File: src/rtl/mult_div_pkg.sv
// Shared types for the EX-stage multiply/divide unit.
// Op encodings, FSM states and counter sizing.
package mult_div_pkg;

    localparam int WIDTH_DEF = 32;
    localparam int CNT_W     = $clog2(WIDTH_DEF) + 1;

    typedef enum logic [1:0] {
        OP_MULT  = 2'b00,
        OP_MULTU = 2'b01,
        OP_DIV   = 2'b10,
        OP_DIVU  = 2'b11
    } op_t;

    typedef enum logic [1:0] {
        IDLE = 2'b00,
        CALC = 2'b01,
        FIX  = 2'b10
    } state_t;

    function automatic logic op_signed(op_t op);
        return (op == OP_MULT) || (op == OP_DIV);
    endfunction

    function automatic logic op_div(op_t op);
        return (op == OP_DIV) || (op == OP_DIVU);
    endfunction

endpackage

File: src/rtl/mult_div_if.sv
// Operand, control and HI/LO result bundle of the mult/div unit.
// master drives operands (EX stage), slave is the unit itself.
interface mult_div_if
    import mult_div_pkg::*;
#(
    parameter int WIDTH = WIDTH_DEF
);
    logic [WIDTH-1:0] a;
    logic [WIDTH-1:0] b;
    logic [1:0]       op;
    logic             start;
    logic             mthi;
    logic             mtlo;
    logic [WIDTH-1:0] hi_out;
    logic [WIDTH-1:0] lo_out;
    logic             busy;
    logic             done;
    logic             divzero;

    modport master (
        output a, b, op, start, mthi, mtlo,
        input  hi_out, lo_out, busy, done, divzero
    );

    modport slave (
        input  a, b, op, start, mthi, mtlo,
        output hi_out, lo_out, busy, done, divzero
    );
endinterface

File: src/rtl/mult_div_unit.sv
// Iterative MULT/MULTU/DIV/DIVU with architectural HI/LO.
// Shift-add multiply and restoring divide, one bit per clock.
module mult_div_unit
    import mult_div_pkg::*;
#(
    parameter int WIDTH = WIDTH_DEF
) (
    input logic       clock,
    input logic       reset,
    mult_div_if.slave bus
);

    state_t           state;
    op_t              op_q;
    logic [WIDTH-1:0] acc;
    logic [WIDTH-1:0] qr;
    logic [WIDTH-1:0] mcand;
    logic [CNT_W-1:0] cnt;
    logic             neg_res;
    logic             neg_rem;
    logic             dz;
    logic [WIDTH-1:0] hi;
    logic [WIDTH-1:0] lo;
    logic             done_q;
    logic             dz_q;

    op_t              op_in;
    logic             sgn_in;
    logic [WIDTH-1:0] a_abs;
    logic [WIDTH-1:0] b_abs;

    assign op_in  = op_t'(bus.op);
    assign sgn_in = op_signed(op_in);
    assign a_abs  = (sgn_in && bus.a[WIDTH-1]) ? -bus.a : bus.a;
    assign b_abs  = (sgn_in && bus.b[WIDTH-1]) ? -bus.b : bus.b;

    // acc:qr is the running product, or remainder:dividend/quotient
    logic [WIDTH:0]     msum;
    logic [WIDTH:0]     rsh;
    logic [WIDTH+1:0]   diff;
    logic [2*WIDTH-1:0] prod;
    logic [2*WIDTH-1:0] prod_fix;
    logic [WIDTH-1:0]   quo_fix;
    logic [WIDTH-1:0]   rem_fix;

    assign msum     = {1'b0, acc} + (qr[0] ? {1'b0, mcand} : '0);
    assign rsh      = {acc, qr[WIDTH-1]};
    assign diff     = {1'b0, rsh} - {2'b00, mcand};
    assign prod     = {acc, qr};
    assign prod_fix = neg_res ? -prod : prod;
    assign quo_fix  = neg_res ? -qr : qr;
    assign rem_fix  = neg_rem ? -acc : acc;

    always_ff @(posedge clock) begin
        if (!reset) begin
            state   <= IDLE;
            op_q    <= OP_MULT;
            acc     <= '0;
            qr      <= '0;
            mcand   <= '0;
            cnt     <= '0;
            neg_res <= 1'b0;
            neg_rem <= 1'b0;
            dz      <= 1'b0;
            hi      <= '0;
            lo      <= '0;
            done_q  <= 1'b0;
            dz_q    <= 1'b0;
        end else begin
            done_q <= 1'b0;
            dz_q   <= 1'b0;
            unique case (state)
                IDLE: begin
                    if (bus.start) begin
                        op_q    <= op_in;
                        neg_res <= sgn_in & (bus.a[WIDTH-1] ^ bus.b[WIDTH-1]);
                        neg_rem <= sgn_in & bus.a[WIDTH-1];
                        cnt     <= '0;
                        if (op_div(op_in) && (bus.b == '0)) begin
                            dz    <= 1'b1;
                            acc   <= bus.a;
                            state <= FIX;
                        end else begin
                            dz    <= 1'b0;
                            acc   <= '0;
                            qr    <= op_div(op_in) ? a_abs : b_abs;
                            mcand <= op_div(op_in) ? b_abs : a_abs;
                            state <= CALC;
                        end
                    end else begin
                        if (bus.mthi) hi <= bus.a;
                        if (bus.mtlo) lo <= bus.a;
                    end
                end
                CALC: begin
                    if (op_div(op_q)) begin
                        if (!diff[WIDTH+1]) begin
                            acc <= diff[WIDTH-1:0];
                            qr  <= {qr[WIDTH-2:0], 1'b1};
                        end else begin
                            acc <= rsh[WIDTH-1:0];
                            qr  <= {qr[WIDTH-2:0], 1'b0};
                        end
                    end else begin
                        acc <= msum[WIDTH:1];
                        qr  <= {msum[0], qr[WIDTH-1:1]};
                    end
                    cnt <= cnt + 1'b1;
                    if (cnt == CNT_W'(WIDTH - 1)) state <= FIX;
                end
                FIX: begin
                    if (dz) begin
                        hi   <= acc;
                        lo   <= '1;
                        dz_q <= 1'b1;
                    end else if (op_div(op_q)) begin
                        hi <= rem_fix;
                        lo <= quo_fix;
                    end else begin
                        hi <= prod_fix[2*WIDTH-1:WIDTH];
                        lo <= prod_fix[WIDTH-1:0];
                    end
                    done_q <= 1'b1;
                    state  <= IDLE;
                end
                default: state <= IDLE;
            endcase
        end
    end

    assign bus.hi_out  = hi;
    assign bus.lo_out  = lo;
    assign bus.busy    = (state != IDLE);
    assign bus.done    = done_q;
    assign bus.divzero = dz_q;

endmodule

File: src/flat_wrapper.sv
// flat-port wrapper written by rule: the top's interface ports become plain ports
module mult_div_unit_flat import mult_div_pkg::*;
#(
    parameter int WIDTH = WIDTH_DEF
)
  (clock, reset, bus_a, bus_b, bus_op, bus_start, bus_mthi, bus_mtlo, bus_hi_out, bus_lo_out, bus_busy, bus_done, bus_divzero);
  mult_div_if #(.WIDTH(WIDTH)) bus_i ();
  input logic clock;
  input logic reset;
  input wire logic [$bits(bus_i.a)-1:0] bus_a;
  input wire logic [$bits(bus_i.b)-1:0] bus_b;
  input wire logic [$bits(bus_i.op)-1:0] bus_op;
  input wire logic [$bits(bus_i.start)-1:0] bus_start;
  input wire logic [$bits(bus_i.mthi)-1:0] bus_mthi;
  input wire logic [$bits(bus_i.mtlo)-1:0] bus_mtlo;
  output wire logic [$bits(bus_i.hi_out)-1:0] bus_hi_out;
  output wire logic [$bits(bus_i.lo_out)-1:0] bus_lo_out;
  output wire logic [$bits(bus_i.busy)-1:0] bus_busy;
  output wire logic [$bits(bus_i.done)-1:0] bus_done;
  output wire logic [$bits(bus_i.divzero)-1:0] bus_divzero;
  assign bus_i.a = bus_a;
  assign bus_i.b = bus_b;
  assign bus_i.op = bus_op;
  assign bus_i.start = bus_start;
  assign bus_i.mthi = bus_mthi;
  assign bus_i.mtlo = bus_mtlo;
  assign bus_hi_out = bus_i.hi_out;
  assign bus_lo_out = bus_i.lo_out;
  assign bus_busy = bus_i.busy;
  assign bus_done = bus_i.done;
  assign bus_divzero = bus_i.divzero;
  mult_div_unit #(.WIDTH(WIDTH)) u_core (.clock(clock), .reset(reset), .bus(bus_i));
endmodule
File: config.mk
export PLATFORM = sky130hd
export DESIGN_NAME = mult_div_unit_flat
export DESIGN_NICKNAME = d
export VERILOG_FILES = /design/src/rtl/mult_div_pkg.sv /design/src/rtl/mult_div_if.sv /design/src/rtl/mult_div_unit.sv /design/src/flat_wrapper.sv
export SDC_FILE = /design/constraint.sdc
export NUM_CORES = 1
export LEC_CHECK = 0
export CAP_MARGIN = 0
export CORE_MARGIN = 2
export CORE_UTILIZATION = 45
export CTS_BUF_LIST = sky130_fd_sc_hd__clkbuf_16
export DETAILED_ROUTE_END_ITERATION = 10
export PLACE_DENSITY = 0.75
export REMOVE_ABC_BUFFERS = 1
export SYNTH_ARGS = -nofsm -noshare
export SYNTH_HDL_FRONTEND = slang
export SYNTH_SLANG_ARGS = --single-unit
export TNS_END_PERCENT = 5
File: constraint.sdc
create_clock -name clock -period 4.55 [get_ports clock]
set_clock_uncertainty 0.05 [all_clocks]
set_input_delay 1.1375 -clock clock [delete_from_list [all_inputs] [get_ports clock]]
set_output_delay 1.1375 -clock clock [all_outputs]
set_load 0.1 [all_outputs]
# Word level (Yosys, flattened, before mapping)
# Index checks and enable logic that the tools add are counted.
[totals]
ff_bits = 175
output_inout_bits = 67
[classes]
add_sub_neg = 8
eq_ne = 13
mux = 37
bitwise_logic = 4
n_reduce_logical = 20
[op_table]
columns = ["cell", "count"]
rows = [
  ["2-to-1 mux 32 bit", 22],
  ["case mux 32 bit (2 select lines)", 4],
  ["negator 32 bit", 4],
  ["2-to-1 mux 64 bit", 1],
  ["negator 64 bit", 1],
  ["subtractor 33 x 32 -> 34 bit", 1],
  ["adder 32 x 33 -> 33 bit", 1],
  ["logical NOT 32 bit", 1],
  ["case mux 6 bit (2 select lines)", 1],
  ["AND reduction 3 bit", 4],
  ["== test 2 bit (second input constant)", 5],
  ["!= test 2 bit (second input constant)", 5],
  ["AND reduction 2 bit", 4],
  ["adder 6 x 1 -> 6 bit (second input constant)", 1],
  ["== test 6 x 5 -> 1 bit (second input constant)", 1],
  ["2-to-1 mux 2 bit", 3],
  ["2-to-1 mux 6 bit", 1],
  ["nonzero test 2 bit", 3],
  ["logical NOT 2 bit", 2],
  ["2-to-1 mux 1 bit", 4],
  ["case mux 2 bit (2 select lines)", 1],
  ["logical AND 1 bit", 3],
  ["logical OR 1 bit", 3],
  ["bitwise AND 1 bit", 2],
  ["other kinds (4)", 4],
]

# Depth between registers and ports, before layout
[logic_depth]
ltp_word = 8
mapped_depth = 14

# Worst setup path before layout
# OpenSTA, ideal clock, no wires.
[synth_path]
path_kind = "input-to-reg"
startpoint = "input bus_a[10]"
endpoint = "register u_core.qr[29]"
setup_time_ns = 0.132
arrival_ns = 3.396
slack_ns = 0.972
cell_stages = 10
path_cell_list = "clkbuf_1 > or4_1 > nor4_1 > nand3b_1 > nor3_1 > a21oi_1 > xnor2_1 > nor2_1 > a311oi_1 > a21oi_1"
[synth_between]
elab_chain_cells = 6
[synth_lines]
columns = ["item", "line_no", "rtl"]
rows = [
  ["start: declaration", "flat_wrapper.sv:10", "input wire logic [$bits(bus_i.a)-1:0] bus_a;"],
  ["negator 32 bit", "mult_div_unit.sv:34", "assign a_abs = (sgn_in && bus.a[WIDTH-1]) ? -bus.a : bus.a;"],
  ["2-to-1 mux 32 bit", "mult_div_unit.sv:34", ""],
  ["2-to-1 mux 32 bit", "mult_div_unit.sv:86", "qr <= op_div(op_in) ? a_abs : b_abs;"],
  ["2-to-1 mux 32 bit", "mult_div_unit.sv:79", "if (op_div(op_in) && (bus.b == '0)) begin"],
  ["2-to-1 mux 32 bit", "mult_div_unit.sv:74", "if (bus.start) begin"],
  ["case mux 32 bit (2 select lines)", "mult_div_unit.sv:72", "unique case (state)"],
  ["end signal: assignment", "mult_div_unit.sv:86", ""],
  ["end signal: assignment", "mult_div_unit.sv:99", "qr <= {qr[WIDTH-2:0], 1'b1};"],
  ["end signal: assignment", "mult_div_unit.sv:102", "qr <= {qr[WIDTH-2:0], 1'b0};"],
  ["end: declaration", "mult_div_unit.sv:16", "logic [WIDTH-1:0] qr;"],
]
# Every way passes these cells. The select of a mux whose other input is x is not followed.
# A chain may end at the register's enable or synchronous reset.

# Worst setup path after layout
[layout_path]
startpoint = "input bus_b[6]"
endpoint = "register u_core.qr[27]"
[layout_between]
elab_chain_cells = 6
[layout_lines]
columns = ["item", "line_no", "rtl"]
rows = [
  ["start: declaration", "flat_wrapper.sv:11", "input wire logic [$bits(bus_i.b)-1:0] bus_b;"],
  ["negator 32 bit", "mult_div_unit.sv:35", "assign b_abs = (sgn_in && bus.b[WIDTH-1]) ? -bus.b : bus.b;"],
  ["2-to-1 mux 32 bit", "mult_div_unit.sv:35", ""],
  ["2-to-1 mux 32 bit", "mult_div_unit.sv:86", ""],
  ["2-to-1 mux 32 bit", "mult_div_unit.sv:79", ""],
  ["2-to-1 mux 32 bit", "mult_div_unit.sv:74", ""],
  ["case mux 32 bit (2 select lines)", "mult_div_unit.sv:72", ""],
]
# Parallel ways exist; a longest one is shown, timed or not. The select of a mux whose other input is x is not followed.

==> metrics.csv <==
stage,metric,value,unit
outcome,status,"complete, but fails checks",
outcome,violations,design-rule violations,
setup_path,arrival,4320,ps
finish,fill_cells,3277,
clocking,cts_tree,yes,
die,die_w,188,um
detailed_routing,via_count,16900,
global_routing,top_usage_layer,met2,
job,drv_cap,0,
synth,yosys_warnings,0,
die,start_util,45.5,%
global_routing,grt_max_degree,128,
clocking,clk_path_buf_depth,2,
die,dieArea,35200,um2
synth,synth_top_area_share,23.0,%
place,dpl.hpwl,41900,um
synth,synth_area,15200,um2
setup_path,required,4870,ps
clocking,cts_resized,0,
clocking,cts_inserted_buffers,17,
setup_path,rrSetupSlack,710,ps
finish,antenna_cells,0,
detailed_routing,drtAntennaViolNets,0,
synth,ys_seq_area_share,23.0,%
finish,multi_input_area,10800,um2
finish,area_growth,16.3,%
synth,syn_avg_cell_area,7.26,um2
detailed_routing,wl,56700,um
sta,maxSlewViolCount,0,
global_routing,antenna_found_initial,0,
synth,synth.largest_area_cell,dfxtp_1,
finish,drive_gt1_share,7.50,%
clocking,hold_buffers,0,
global_routing,grt_use_met1,42.6,%
die,core-area,33400,um2
synth,synth_most_common_cell,a21oi_1,
finish,regArea,3490,um2
detailed_routing,drtPass1Iterations,11,
die,pin_count,138,
sta,tns,0,ps
die,rows,67,
clocking,cts_num_sinks,174,
synth,synthTopCellsByCount,"a21oi_1, nand2_1, nor2_1, dfxtp_1, o21ai_0",
finish,nets,2302,
global_routing,grt_pass1_vias,15700,
place,routabilityCongestion,1.02,
global_routing,grt_pass1_wl,88300,um
global_routing,use_met2,48.9,%
setup_path,end_kind,flip-flop,
finish,stdcell_area,17600,um2
sta,post-route-period-util,87.9,%
power_and_ir_drop,power.density,303,nW/um2
finish,fin_cells,2621,
detailed_routing,drc_errors,2,
synth,synth_edf_count,0,
power_and_ir_drop,power_leakage,6.82,nW
synth,synth_cell_types,85,
synth,syn_inst,2090,
detailed_routing,drtIter0Drc,2357,
detailed_routing,viasPerCell,6.44,
sta,rsz0062_at_grt,no,
clocking,clockRootBuffer,clkbuf_16,
sta,max_freq,0.250,GHz
hold_path,hold_class,reg -> reg,
synth,synth-seq-cells,174,
sta,worst_slew_pin_slew,991,ps
detailed_routing,wire_per_inst,21.6,um
place,place_area,17100,um2
global_routing,groute.usage.overall,31.4,%
sta,hold_violations,0,
setup_path,start_kind,input pin,
clocking,post_cts_buffers,0,
sta,slew_headroom,33.7,%
place,port_buffers,137,
setup_path,crit_fanout,6,
power_and_ir_drop,ir_drop,0.265,mV
sta,finalCriticalPeriod,4000,ps
die,die_y,188,um
place,dp.cells,2589,
synth,synth-async-reset-ratio,0,%
synth,synthTopCellsByArea,"dfxtp_1, a21oi_1, xnor2_1, ha_1, o21ai_0",
synth,synth_ff_type,dfxtp_1,
clocking,insertion_delay,450,ps
clocking,cts.htree.levels,4,
global_routing,overflow,0,
clocking,clkTransAtPathRegs,70,ps
sta,finalSetupViolCount,0,
setup_path,crit_type,in -> reg,
global_routing,use_met3,4.51,%
==> layer usage <==
metal | vias to the layer above | wire [um]
met4 | 0 | 2780
met2 | 989 | 25100
met3 | 178 | 5580
met5 | - | 0
li1 | 7781 | -
met1 | 7939 | 23200
==> worst max-delay path: stages <==
cell and delay [ps]:
clkdlybuf4s50_1 490, or4_1 660, or4_4 490, nor3_2 450, nand2_1 220, o41ai_1 350
xnor2_1 200, a31oi_1 120, a31oi_1 200
==> worst paths after layout <==
kind,startpoint,end,depth (start not counted)
worst max-delay path,bus_b[6],u_core.qr[27]$_SDFFE_PN0P_,9
worst min-delay path,u_core.mcand[17]$_SDFFE_PN0P_,u_core.mcand[17]$_SDFFE_PN0P_,2
worst max register to register,u_core.qr[0]$_SDFFE_PN0P_,u_core.acc[28]$_SDFFE_PN0P_,13
worst min register to register,u_core.mcand[17]$_SDFFE_PN0P_,u_core.mcand[17]$_SDFFE_PN0P_,2
==> layout by cell type (no fill, tap or decap), drive strengths merged, types with 69 or more instances in the layout <==
master         instances
nand2                208
clkdlybuf4s50        135
ha                    69
inv                   69
nor2                 196
o21ai                172
buf                   73
a22oi                 77
a21oi                218
xnor2                110
dfxtp                174
==> through the flow <==
| step | utilization [%] | hold slack [ps] | total power (W) | setup slack (ps) |
|---|---|---|---|---|
| after floorplan | - | 382 | 0.00311 | -1350 |
| after global placement | 51.2 | 389 | 0.00379 | 237 |
| final | 52.9 | 406 | 0.00534 | 549 |
| after CTS | 52.9 | 404 | 0.00529 | 637 |
| after detailed placement | 51.2 | 396 | 0.00382 | 210 |
| after global routing | 52.9 | 440 | 0.00557 | 396 |
==> sequential cells by signal (all words and copies together) (netlist names), 2 cells and up <==
| name | flops |
|---|---|
| u_core.state | 2 |
| u_core.cnt | 6 |
| u_core.acc | 32 |
| u_core.qr | 32 |
| u_core.bus.lo_out | 32 |
| u_core.bus.hi_out | 32 |
| u_core.mcand | 32 |
==> cell families (layout without fill, tap and decap cells) <==
family                   after synthesis  in the layout  share of synthesized area (%)
AO/OA/AOI/OAI                        771            771                           32.2
XOR/XNOR                             172            172                           9.93
adder cells (fa/ha/maj)               71             71                           5.96
buffers and inverters                224            307                           6.01
flip-flops                           174            174                           23.0
multiplexers                          55             55                           3.84
AND/OR/NAND/NOR                      623            623                           19.0
==> power breakdown <==
| group | internal [W] | switching [W] |
|---|---|---|
| clock network | 0.000806 | 0.000679 |
| registers | 0.00162 | 0.000135 |
| logic | 0.000765 | 0.00134 |
==> layout make-up <==
cell class	instances	area share, %
Clock buffer	17	2.41
Multi-Input combinational cell	1692	61.3
Sequential cell	174	19.8
Clock inverter	15	0.816
Timing Repair Buffer	208	11.1
Inverter	67	1.44
Tap cell	448	3.18
Note: power is estimated with default switching activity, not from simulation.
